$ cat src/rtl/voice_dispatcher.sv
// vd_fifo: generic circular request buffer with synchronous flush.
// Latency: a write is visible at rd_dat one cycle later; reads are combinational from the head.
// Backpressure: writes are ignored while full, reads while empty; flush beats both.
module vd_fifo #(
  parameter int W     = 8,
  parameter int DEPTH = 4
) (
  input  logic         clk,
  input  logic         rst_n,
  input  logic         flush,
  input  logic         wr_vld,
  input  logic [W-1:0] wr_dat,
  input  logic         rd_rdy,
  output logic [W-1:0] rd_dat,
  output logic         full,
  output logic         empty
);
  localparam int AW = $clog2(DEPTH);

  logic [W-1:0]  mem [DEPTH];
  logic [AW-1:0] wr_ptr;
  logic [AW-1:0] rd_ptr;
  logic [AW:0]   count;
  logic          do_wr;
  logic          do_rd;

  assign full   = (count == (AW+1)'(DEPTH));
  assign empty  = (count == '0);
  assign do_wr  = wr_vld & !full;
  assign do_rd  = rd_rdy & !empty;
  assign rd_dat = mem[rd_ptr];

  always_ff @(posedge clk or negedge rst_n) begin
    if (!rst_n) begin
      wr_ptr <= '0;
      rd_ptr <= '0;
      count  <= '0;
    end else if (flush) begin
      wr_ptr <= '0;
      rd_ptr <= '0;
      count  <= '0;
    end else begin
      if (do_wr) wr_ptr <= wr_ptr + 1'b1;
      if (do_rd) rd_ptr <= rd_ptr + 1'b1;
      if (do_wr && !do_rd)      count <= count + 1'b1;
      else if (!do_wr && do_rd) count <= count - 1'b1;
    end
  end

  // Storage carries no reset; occupancy is governed by the pointers alone.
  always_ff @(posedge clk) begin
    if (do_wr && !flush) mem[wr_ptr] <= wr_dat;
  end
endmodule

// voice_dispatcher: buffers note requests and loads them round-robin onto free note_player voices.
// Latency: request accepted at edge E into an empty FIFO loads a free voice at edge E+1.
// Backpressure: note_ready = !full; a request presented while full is dropped and flags overflow_err.
module voice_dispatcher #(
  parameter int NUM_VOICES = 3,
  parameter int NOTE_W     = 6,
  parameter int DUR_W      = 6,
  parameter int FIFO_DEPTH = 4
) (
  input  logic                  clk,
  input  logic                  reset,
  input  logic                  play,
  input  logic                  flush,
  input  logic                  note_valid,
  input  logic [NOTE_W-1:0]     note,
  input  logic [DUR_W-1:0]      duration,
  output logic                  note_ready,
  input  logic [NUM_VOICES-1:0] voice_done,
  output logic [NUM_VOICES-1:0] load_voice,
  output logic [NOTE_W-1:0]     voice_note,
  output logic [DUR_W-1:0]      voice_duration,
  output logic [NUM_VOICES-1:0] voice_busy,
  output logic                  overflow_err
);
  localparam int RR_W = (NUM_VOICES > 1) ? $clog2(NUM_VOICES) : 1;

  typedef struct packed {
    logic [NOTE_W-1:0] note;
    logic [DUR_W-1:0]  dur;
  } req_t;

  req_t                  wr_req;
  req_t                  head;
  logic                  full;
  logic                  empty;
  logic                  push;
  logic                  pop;
  logic                  load_go;
  logic                  zero_dur;
  logic                  found;
  logic [RR_W-1:0]       rr_ptr;
  logic [RR_W-1:0]       target;
  logic [RR_W-1:0]       idx;
  logic [NUM_VOICES-1:0] target_onehot;

  assign wr_req     = {note, duration};
  assign note_ready = !full;
  assign push       = note_valid & !full;

  vd_fifo #(.W($bits(req_t)), .DEPTH(FIFO_DEPTH)) u_fifo (
    .clk    (clk),
    .rst_n  (reset),
    .flush  (flush),
    .wr_vld (push),
    .wr_dat (wr_req),
    .rd_rdy (pop),
    .rd_dat (head),
    .full   (full),
    .empty  (empty)
  );

  // First free voice at or above rr_ptr, wrapping past the top voice.
  always_comb begin
    found  = 1'b0;
    target = rr_ptr;
    idx    = rr_ptr;
    for (int k = 0; k < NUM_VOICES; k++) begin
      if (!found && !voice_busy[idx]) begin
        found  = 1'b1;
        target = idx;
      end
      idx = (idx == RR_W'(NUM_VOICES-1)) ? '0 : idx + 1'b1;
    end
  end

  assign target_onehot = NUM_VOICES'(1) << target;
  assign zero_dur      = (head.dur == '0);
  // Zero-duration heads are discarded without needing a free voice.
  assign pop           = play & !empty & !flush & (zero_dur | found);
  assign load_go       = pop & !zero_dur;

  always_ff @(posedge clk or negedge reset) begin
    if (!reset) begin
      load_voice     <= '0;
      voice_note     <= '0;
      voice_duration <= '0;
      voice_busy     <= '0;
      overflow_err   <= 1'b0;
      rr_ptr         <= '0;
    end else begin
      load_voice <= '0;
      voice_busy <= (voice_busy & ~voice_done) | (load_go ? target_onehot : '0);
      if (flush)                  overflow_err <= 1'b0;
      else if (note_valid && full) overflow_err <= 1'b1;
      if (load_go) begin
        load_voice     <= target_onehot;
        voice_note     <= head.note;
        voice_duration <= head.dur;
        rr_ptr         <= (target == RR_W'(NUM_VOICES-1)) ? '0 : target + 1'b1;
      end
    end
  end
endmodule

$ cat config.mk
export PLATFORM = sky130hd
export DESIGN_NAME = voice_dispatcher
export DESIGN_NICKNAME = d
export VERILOG_FILES = /design/src/rtl/voice_dispatcher.sv
export SDC_FILE = /design/constraint.sdc
export NUM_CORES = 1
export LEC_CHECK = 0
export CAP_MARGIN = 15
export CORE_MARGIN = 2
export CORE_UTILIZATION = 35
export CTS_BUF_LIST = sky130_fd_sc_hd__clkbuf_16
export DETAILED_ROUTE_END_ITERATION = 10
export HOLD_SLACK_MARGIN = 0.02
export PLACE_DENSITY = 0.65
export SLEW_MARGIN = 0
export SYNTH_ARGS = -nofsm -noshare
export SYNTH_HDL_FRONTEND = slang
export SYNTH_SLANG_ARGS = --single-unit
export TNS_END_PERCENT = 100
$ cat constraint.sdc
create_clock -name clk -period 3.83 [get_ports clk]
set_input_delay 0.383 -clock clk [delete_from_list [all_inputs] [get_ports clk]]
set_output_delay 0.383 -clock clk [all_outputs]
set_load 0.1 [all_outputs]
==> results of run 1 <==
==> stage by stage <==
step / setup WS, ns / total power [mW]
floorplan: 1.08 / 2.15
global placement: 0.846 / 2.43
detailed placement: 0.798 / 2.45
CTS: 0.771 / 3.28
global route: 0.633 / 3.39
finish: 0.805 / 3.24
==> logic make-up (layout without fill, tap and decap cells) <==
family,after synthesis,in the layout,share of synthesized area [%]
buffers and inverters,16,69,2.70
flip-flops,76,76,68.9
XOR/XNOR,2,2,0.805
adder cells (fa/ha/maj),5,5,2.25
multiplexers,30,30,15.3
AO/OA/AOI/OAI,17,17,3.99
AND/OR/NAND/NOR,36,36,6.00
==> final cells by class <==
| class | instances | share of cell area (%) |
|---|---|---|
| Multi-Input combinational cell | 90 | 22.6 |
| Inverter | 11 | 1.06 |
| Tap cell | 108 | 3.46 |
| Sequential cell | 76 | 54.8 |
| Timing Repair Buffer | 42 | 10.6 |
| Clock inverter | 7 | 1.73 |
| Clock buffer | 9 | 5.77 |
==> state kept, by name, indices dropped and copies added (netlist names) <==
signal	flops
u_fifo.wr_ptr	2
voice_busy	3
load_voice	3
u_fifo.rd_ptr	2
rr_ptr	2
u_fifo.count	3
overflow_err	1
u_fifo.mem	48
voice_note	6
voice_duration	6
==> worst paths after layout <==
kind	endpoint	slack [ns]	cells after the start
hold reg to reg	voice_note[1]	0.50	1
min in group clk	voice_note[1]	0.50	1
setup / recovery	u_fifo.count[2]	0.81	8
setup reg to reg	u_fifo.count[2]	0.81	8
max in group asynchronous	voice_note[2]	3.11	2
hold / removal	load_voice[2]	0.44	2
==> metal layers <==
| metal | vias up | global-route usage (%) |
|---|---|---|
| met3 | 9 | 5.65 |
| met5 | - | 0 |
| li1 | 778 | - |
| met4 | 0 | 4.43 |
| met1 | 838 | 14.1 |
| met2 | 52 | 21.7 |
==> where the power goes <==
group | internal, mW | switching, mW | total (mW)
registers | 1.02 | 0.114 | 1.14
clock network | 0.500 | 0.319 | 0.819
logic | 0.404 | 0.884 | 1.29
total | 1.93 | 1.32 | 3.24
==> placed cells by master, fill, tap and decap left out, types with 3 or more instances in the layout <==
| master | n |
|---|---|
| a21oi_1 | 3 |
| and2_1 | 5 |
| buf_4 | 3 |
| clkbuf_16 | 9 |
| clkdlybuf4s50_1 | 39 |
| dfrtp_1 | 28 |
| edfxtp_1 | 48 |
| ha_1 | 4 |
| inv_1 | 11 |
| mux2_2 | 14 |
| mux2i_1 | 3 |
| mux4_2 | 10 |
| nand2_1 | 8 |
| nor2_1 | 13 |
| o21ai_0 | 4 |
==> flow_metrics.py, run 1 <==
metrics = {
    "clock_tree": {
        "cts_resized": 0,
        "ctsHoldBuffers": 0,
        "clock-sinks": 76,
        "clock_path_buffers": 2,
        "cts_tree": "built",
        "cts_buffers": 9,
        "cts_root_buffer": "clkbuf_16",
        "clock_latency_ns": 0.33,
        "path_clk_slew_ns": 0.06,
        "postCtsSetupRepairBufs": 0,
        "cts_max_level": 3,
    },
    "worst_setup_path": {
        "max_stage_delay_ns": 0.62,
        "cp_cell_sequence": "mux4_2 -> nor4_4 -> a31o_4 -> nor2_1 -> fa_1 -> and2_1 -> mux2i_1 -> mux2_1",
        "cp_top_family": "multiplexers",
        "arrival_ns": 3.24,
        "path_max_fanout": 10,
        "cp.required_ns": 4.05,
        "cp-start-kind": "flip-flop",
        "critPathBufInv": 0,
        "rr_startpoint": "u_fifo.rd_ptr[0]",
        "crit_type": "flip-flop to flip-flop",
        "slowest_stage": "dfrtp_1",
        "crit_path_end_kind": "flip-flop",
        "crit_path_start": "u_fifo.rd_ptr[0]",
    },
    "synthesis": {
        "syn-cell-area_mm2": 0.00311,
        "ys_ff_latch": 76,
        "yosysSeqAreaShare_pct": 68.9,
        "synth_flop_cell": "edfxtp_1",
        "ys_async_sr_fraction_pct": 36.8,
        "synth_largest_area_cell": "edfxtp_1",
        "syn_inst": 182,
        "synth_warnings": 0,
        "netlist.area_leader.share_pct": 46.4,
        "ys_top_cells_by_area": "edfxtp_1 46%, dfrtp_1 23%, mux4_2 7.2%",
        "synth.most_common_cell": "edfxtp_1",
        "ys_types": 35,
        "synth-edff-count": 48,
        "netlist_top_cells_count": "48 x edfxtp_1, 28 x dfrtp_1, 14 x mux2_2",
        "syn_area_per_cell_um2": 17.1,
        "synth_fp_nets": 207,
    },
    "route": {
        "drtIter0Drc": 57,
        "drtAntennaViolNets": 0,
        "wirelength_um": 5550,
        "met3WireLength_um": 314,
        "met2WireLength_um": 2840,
        "wl_met1_um": 2320,
        "top_layer": "met4",
        "num_vias": 1677,
        "vias_per_cell": 4.89,
        "detail_route.wl_per_cell_um": 16.2,
        "drc_errors": 0,
        "first_pass_iters": 5,
    },
    "timing": {
        "setup_viol": 0,
        "period_share_pct": 79.0,
        "layout_min_cycle_time_ns": 3.02,
        "fmax_ghz": 0.331,
        "relSlewSlack_pct": 34.8,
        "fin_hold_ws_ns": 0.443,
        "finalHoldViolCount": 0,
        "skew_ns": 0.00505,
        "fin_tns_setup_ns": 0,
        "max_slew.worst_pin.slew_ns": 0.975,
        "grt_setup_unrepaired": "false",
        "final-max-slew-violation-count": 0,
    },
    "layout": {
        "drive_gt1_share_pct": 20.0,
        "design_area_mm2": 0.00391,
        "fin_util_pct": 45.0,
        "fill_cells": 788,
        "num_antenna_cells": 0,
        "final_nets": 255,
        "finalNonFillerCells": 343,
        "multiInputGateArea_um2": 882,
        "final-seq-area_mm2": 0.00214,
        "syn_to_final_growth_pct": 25.7,
    },
    "floorplan": {
        "core-area_mm2": 0.00868,
        "die-area_mm2": 0.00965,
        "rows": 34,
        "die_height_um": 98.2,
        "die_w_um": 98.2,
        "ios": 40,
        "start_util_pct": 35.8,
    },
    "grt": {
        "grt_pass1_wl_um": 9070,
        "grt_overflow_total": 0,
        "antenna_found_initial": 0,
        "grt_pass1_vias": 1835,
        "grt_max_degree": 29,
        "grtUsageTotal_pct": 12.7,
    },
    "placement": {
        "dpl.cell_count": 327,
        "place_area_mm2": 0.00361,
        "dp_hpwl_um": 3720,
        "numPortBuffers": 39,
        "gp_congestion": 0.707,
    },
    "run_status": {
        "status": "finished clean",
    },
    "flow_run": {
        "drv_cap": 0,
    },
    "pwr": {
        "peakVddDrop_uv": 477,
        "power_density_mw_per_mm2": 830,
        "leakage_nw": 1.44,
    },
    "worst_hold_path": {
        "hold_path.class": "input pin to async pin",
    },
}
Note: power is estimated with default switching activity, not from simulation.
==> inputs of run 2 (changes only) <==
==> constraint.sdc (replaced) <==
create_clock -name clk -period 3.17 [get_ports clk]
set_input_delay 0.317 -clock clk [delete_from_list [all_inputs] [get_ports clk]]
set_output_delay 0.317 -clock clk [all_outputs]
set_load 0.1 [all_outputs]
==> flow_metrics.py, run 2 (synthesized netlist as in run 1, its figures left out) <==
metrics = {
    "run_status": {
        "status": "finished clean",
    },
    "grt": {
        "grt_use_met1_pct": 15.1,
        "grtUsageTotal_pct": 12.7,
        "groute.layer.met3.usage_pct": 5.80,
        "grt_overflow_total": 0,
        "met2_usage_pct": 20.9,
        "grt_max_degree": 29,
        "busiest_layer": "met2",
        "antenna_found_initial": 0,
        "grt_pass1_vias": 1798,
        "grt_pass1_wl_um": 9190,
    },
    "clock_tree": {
        "cts_max_level": 3,
        "ctsHoldBuffers": 0,
        "clock_path_buffers": 2,
        "cts_tree": "built",
        "cts_buffers": 9,
        "clock_latency_ns": 0.33,
        "clock-sinks": 76,
        "postCtsSetupRepairBufs": 0,
        "cts_resized": 0,
        "path_clk_slew_ns": 0.06,
        "cts_root_buffer": "clkbuf_16",
    },
    "floorplan": {
        "die_height_um": 98.2,
        "start_util_pct": 35.8,
        "die_w_um": 98.2,
        "die-area_mm2": 0.00965,
        "rows": 34,
        "core-area_mm2": 0.00868,
        "ios": 40,
    },
    "pwr": {
        "leakage_nw": 1.46,
        "peakVddDrop_uv": 619,
        "power_density_mw_per_mm2": 1000,
    },
    "timing": {
        "fmax_ghz": 0.338,
        "layout_min_cycle_time_ns": 2.96,
        "grt_setup_unrepaired": "false",
        "fin_tns_setup_ns": 0,
        "finalHoldViolCount": 0,
        "relSlewSlack_pct": 33.9,
        "max_slew.worst_pin.slew_ns": 0.988,
        "layout_setup_ws_ns": 0.208,
        "setup_viol": 0,
        "period_share_pct": 93.4,
        "skew_ns": 0.00817,
        "final-max-slew-violation-count": 0,
    },
    "worst_setup_path": {
        "path_max_fanout": 7,
        "slowest_stage": "mux4_2",
        "max_stage_delay_ns": 0.60,
        "cp_cell_sequence": "mux4_2 -> nor4_4 -> a31o_4 -> nor2_1 -> fa_1 -> and2_1 -> mux2i_1 -> mux2_1",
        "rr_worst_depth": 8,
        "cp.required_ns": 3.38,
        "cp-start-kind": "flip-flop",
        "crit_type": "flip-flop to flip-flop",
        "crit_path_end_kind": "flip-flop",
        "critPathBufInv": 0,
        "rr_startpoint": "u_fifo.rd_ptr[0]",
        "cp.depth": 8,
        "cp_top_family": "multiplexers",
        "arrival_ns": 3.17,
        "crit_path_start": "u_fifo.rd_ptr[0]",
    },
    "layout": {
        "final_nets": 256,
        "largestRegisters": "u_fifo.mem: 48 flops, voice_duration: 6 flops, voice_note: 6 flops",
        "top_register": "u_fifo.mem",
        "final_common_cell": "edfxtp_1",
        "final_cell_mix": "48 x edfxtp_1, 38 x clkdlybuf4s50_1, 28 x dfrtp_1",
        "largest_reg_flops": 48,
        "num_antenna_cells": 0,
        "syn_to_final_growth_pct": 25.9,
        "drive_gt1_share_pct": 20.8,
    },
    "route": {
        "detail_route.wl_per_cell_um": 16.2,
        "num_vias": 1680,
        "vias_per_cell": 4.88,
        "drc_errors": 0,
        "drtAntennaViolNets": 0,
        "first_pass_iters": 5,
        "drtIter0Drc": 78,
        "wirelength_um": 5580,
    },
    "placement": {
        "dp_hpwl_um": 3810,
        "numPortBuffers": 39,
        "gp_congestion": 0.690,
        "pre_cts_slack_ns": 0.213,
    },
    "worst_hold_path": {
        "hold_path.class": "input pin to async pin",
    },
    "flow_run": {
        "drv_cap": 0,
    },
}
[run 2: changes by cell type in the layout (fill, tap and decap cells not counted)]
cell / previous run / this run
clkinv_4: 1 / 2
clkinv_1: 1 / 0
buf_4: 3 / 5
clkinvlp_4: 2 / 1
clkdlybuf4s50_1: 39 / 38
inv_1: 11 / 12
[run 2: worst paths after layout]
path | to | slack [ns]
setup / recovery | u_fifo.count[2] | 0.21
hold / removal | voice_duration[4] | 0.38
setup reg to reg | u_fifo.count[2] | 0.21
hold reg to reg | voice_note[1] | 0.51
max in group asynchronous | voice_note[2] | 2.51
min in group clk | voice_note[1] | 0.51
[run 2: final cells by class]
cell class              instances  area (um^2)
clock buffers                   9          225
clock inverters                 7         68.8
fillers                       796         4770
inverters                      11         41.3
multi-input cells              90          882
flip-flops and latches         76         2140
well taps                     108          135
repair buffers                 43          418
[run 2: through the flow]
step           cell area, um^2  total power [mW]  instances  utilization, %  hold WS (ns)
4_1_cts                   3910              3.97        344            45.1         0.389
6_report                  3910              3.92        344            45.1         0.381
3_5_place_dp              3620              2.97        328            41.7         0.503
5_1_grt                   3910              4.09        344            45.1         0.404
2_1_floorplan             3110              2.60        182               -        0.0214
3_3_place_gp              3620              2.94        328            41.7         0.495
[run 2: power by group]
part | total, mW | switching, mW | internal, mW | leakage (nW)
registers | 1.36 | 0.128 | 1.23 | 0.793
clock network | 0.989 | 0.383 | 0.606 | 0.147
logic | 1.57 | 1.08 | 0.486 | 0.518
[run 2: per-layer routing]
metal	vias up	routed length, um
met5	-	0
met4	0	76
met3	7	300
met2	40	2780
met1	856	2420
li1	777	-
==> inputs of run 3 (changes only) <==
--- a/config.mk
+++ b/config.mk
@@ -5,13 +5,14 @@
 export SDC_FILE = /design/constraint.sdc
 export NUM_CORES = 1
 export LEC_CHECK = 0
+export ABC_AREA = 1
 export CAP_MARGIN = 15
 export CORE_MARGIN = 2
 export CORE_UTILIZATION = 35
 export CTS_BUF_LIST = sky130_fd_sc_hd__clkbuf_16
 export DETAILED_ROUTE_END_ITERATION = 10
 export HOLD_SLACK_MARGIN = 0.02
-export PLACE_DENSITY = 0.65
+export PLACE_DENSITY = 0.64
 export SLEW_MARGIN = 0
 export SYNTH_ARGS = -nofsm -noshare
 export SYNTH_HDL_FRONTEND = slang
==> flow_metrics.py, run 3 <==
metrics = {
    "synthesis": {
        "ys_async_sr_fraction_pct": 36.8,
        "syn_inst": 313,
        "synth_warnings": 0,
        "netlist_top_cells_count": "93 x nand2_1, 48 x edfxtp_1, 28 x dfrtp_1",
        "ys_types": 26,
        "netlist.area_leader.share_pct": 44.2,
        "synth_largest_area_cell": "edfxtp_1",
        "syn-cell-area_mm2": 0.00326,
        "ys_top_cells_by_area": "edfxtp_1 44%, dfrtp_1 21%, nand2_1 11%",
        "synth_flop_cell": "edfxtp_1",
        "synth_fp_nets": 338,
        "yosysSeqAreaShare_pct": 65.6,
        "synth-edff-count": 48,
        "syn_area_per_cell_um2": 10.4,
        "ys_ff_latch": 76,
        "synth.most_common_cell": "nand2_1",
    },
    "grt": {
        "groute.layer.met3.usage_pct": 5.34,
        "grt_use_met1_pct": 15.8,
        "grtUsageTotal_pct": 14.0,
        "grt_overflow_total": 0,
        "busiest_layer": "met2",
        "antenna_found_initial": 0,
        "met2_usage_pct": 24.1,
        "grt_max_degree": 29,
        "grt_pass1_wl_um": 10600,
        "grt_pass1_vias": 2211,
    },
    "layout": {
        "num_antenna_cells": 0,
        "largestRegisters": "u_fifo.mem: 48 flops, voice_duration: 6 flops, voice_note: 6 flops",
        "fin_util_pct": 44.6,
        "multiInputGateArea_um2": 925,
        "top_register": "u_fifo.mem",
        "largest_reg_flops": 48,
        "final_cell_mix": "93 x nand2_1, 48 x edfxtp_1, 38 x clkdlybuf4s50_1",
        "design_area_mm2": 0.00408,
        "final_nets": 385,
        "drive_gt1_share_pct": 11.2,
        "final-seq-area_mm2": 0.00214,
        "syn_to_final_growth_pct": 25.1,
        "fill_cells": 839,
        "final_common_cell": "nand2_1",
    },
    "worst_setup_path": {
        "crit_type": "flip-flop to flip-flop",
        "path_max_fanout": 26,
        "cp-start-kind": "flip-flop",
        "crit_path_end_kind": "flip-flop",
        "arrival_ns": 2.94,
        "cp.required_ns": 3.39,
    },
    "clock_tree": {
        "clock_latency_ns": 0.33,
        "cts_resized": 0,
        "postCtsSetupRepairBufs": 0,
        "cts_max_level": 3,
        "ctsHoldBuffers": 0,
        "clock_path_buffers": 2,
        "path_clk_slew_ns": 0.06,
        "cts_buffers": 9,
        "cts_tree": "built",
        "cts_root_buffer": "clkbuf_16",
        "clock-sinks": 76,
    },
    "pwr": {
        "p_total_mw": 4.22,
        "power_density_mw_per_mm2": 1030,
        "pwr-share-clk_pct": 25.3,
        "peakVddDrop_uv": 326,
        "power_frac_seq_pct": 32.3,
        "power.internal_mw": 2.37,
        "leakage_nw": 1.72,
        "p_sw_mw": 1.85,
        "swShare_pct": 43.9,
        "comb_power_share_pct": 42.4,
    },
    "placement": {
        "pre_cts_slack_ns": 0.507,
        "dp_hpwl_um": 4330,
        "gp_congestion": 0.900,
        "place_area_mm2": 0.00377,
        "numPortBuffers": 39,
    },
    "timing": {
        "fin_tns_setup_ns": 0,
        "final-max-slew-violation-count": 0,
        "fmax_ghz": 0.369,
        "finalHoldViolCount": 0,
        "relSlewSlack_pct": 34.5,
        "skew_ns": 0.00500,
        "period_share_pct": 85.5,
        "setup_viol": 0,
        "grt_setup_unrepaired": "false",
        "layout_setup_ws_ns": 0.459,
        "max_slew.worst_pin.slew_ns": 0.979,
        "layout_min_cycle_time_ns": 2.71,
    },
    "route": {
        "drc_errors": 0,
        "first_pass_iters": 4,
        "drtIter0Drc": 91,
        "num_vias": 2248,
        "detail_route.wl_per_cell_um": 13.4,
        "wirelength_um": 6370,
        "drtAntennaViolNets": 0,
        "vias_per_cell": 4.72,
    },
    "floorplan": {
        "rows": 35,
        "die_height_um": 101,
        "ios": 40,
        "core-area_mm2": 0.00915,
        "die-area_mm2": 0.0101,
        "start_util_pct": 35.7,
        "die_w_um": 101,
    },
    "flow_run": {
        "drv_cap": 0,
    },
    "worst_hold_path": {
        "hold_path.class": "input pin to async pin",
    },
    "run_status": {
        "status": "finished clean",
    },
}
==> run 3: cell types whose count changed after synthesis, sizes merged, moves of 5 or more <==
cell and delta:
o21ai +22, inv +21, nand2 +91, mux4 -12, nand3 +21, mux2 -15
o22ai +6, nor2 +14, and2 -5
==> run 3: stage by stage <==
| stage | std cells | hold slack [ns] |
|---|---|---|
| final | 476 | 0.381 |
| after global routing | 476 | 0.414 |
| after CTS | 476 | 0.386 |
| after detailed placement | 460 | 0.470 |
| after global placement | 460 | 0.472 |
| after floorplan | 313 | 0.0214 |
==> run 3: final cells by class <==
class | count | area share (%)
clock inverter | 7 | 2.27
clock buffer | 9 | 5.51
multi-input combinational | 196 | 22.6
tap | 111 | 3.40
inverter | 32 | 3.12
sequential | 76 | 52.5
timing repair buffer | 45 | 10.6
==> run 3: kinds of logic after synthesis <==
group,synth area share (%)
simple gates,19.8
flops,65.6
buf+inv,6.06
compound gates,6.13
fa+ha+maj,2.15
xor+xnor,0.268
==> run 3: power by group through the flow <==
stage	Clock (mW)	Combinational (mW)	Sequential, mW
after floorplan	0	0.752	2.02
after global placement	0	1.76	1.37
after detailed placement	0	1.80	1.38
after CTS	1.09	1.80	1.36
after global routing	1.13	1.95	1.38
final	1.07	1.79	1.36
==> run 3: critical path, stage by stage (launching register included) <==
cell and delay, ns:
dfrtp_1 0.64, inv_4 0.20, nand2_1 0.12, nand3_1 0.08, nand2_1 0.10, nand2_1 0.07, nor2_2 0.11, nand2_2 0.08
nand2_2 0.09, nand2_4 0.08, nand2_2 0.13, inv_1 0.07, fa_1 0.39, xnor2_1 0.20, inv_1 0.06, nand2_1 0.06
nand2_1 0.04, nand2_1 0.05, nand2_1 0.04
==> run 3: final timing paths <==
| check | from | endpoint | slack [ns] | cells past startpoint |
|---|---|---|---|---|
| worst max-delay path | u_fifo.rd_ptr[0] | u_fifo.count[2] | 0.46 | 18 |
| worst min-delay path | reset | voice_busy[1] | 0.38 | 2 |
| worst max register to register | u_fifo.rd_ptr[0] | u_fifo.count[2] | 0.46 | 18 |
| worst min register to register | voice_note[2] | voice_note[2] | 0.48 | 2 |
| max in group asynchronous | reset | voice_duration[5] | 2.51 | 2 |
| min in group clk | voice_note[2] | voice_note[2] | 0.48 | 2 |
==> run 3: per-layer routing <==
metal  up-vias  part of all wire, %  wire length [um]
li1       1126                    -                 -
met1      1058                   44              2790
met2        60                   49              3140
met3         4                  6.2               395
met4         0                 0.88                56
met5         -                    0                 0
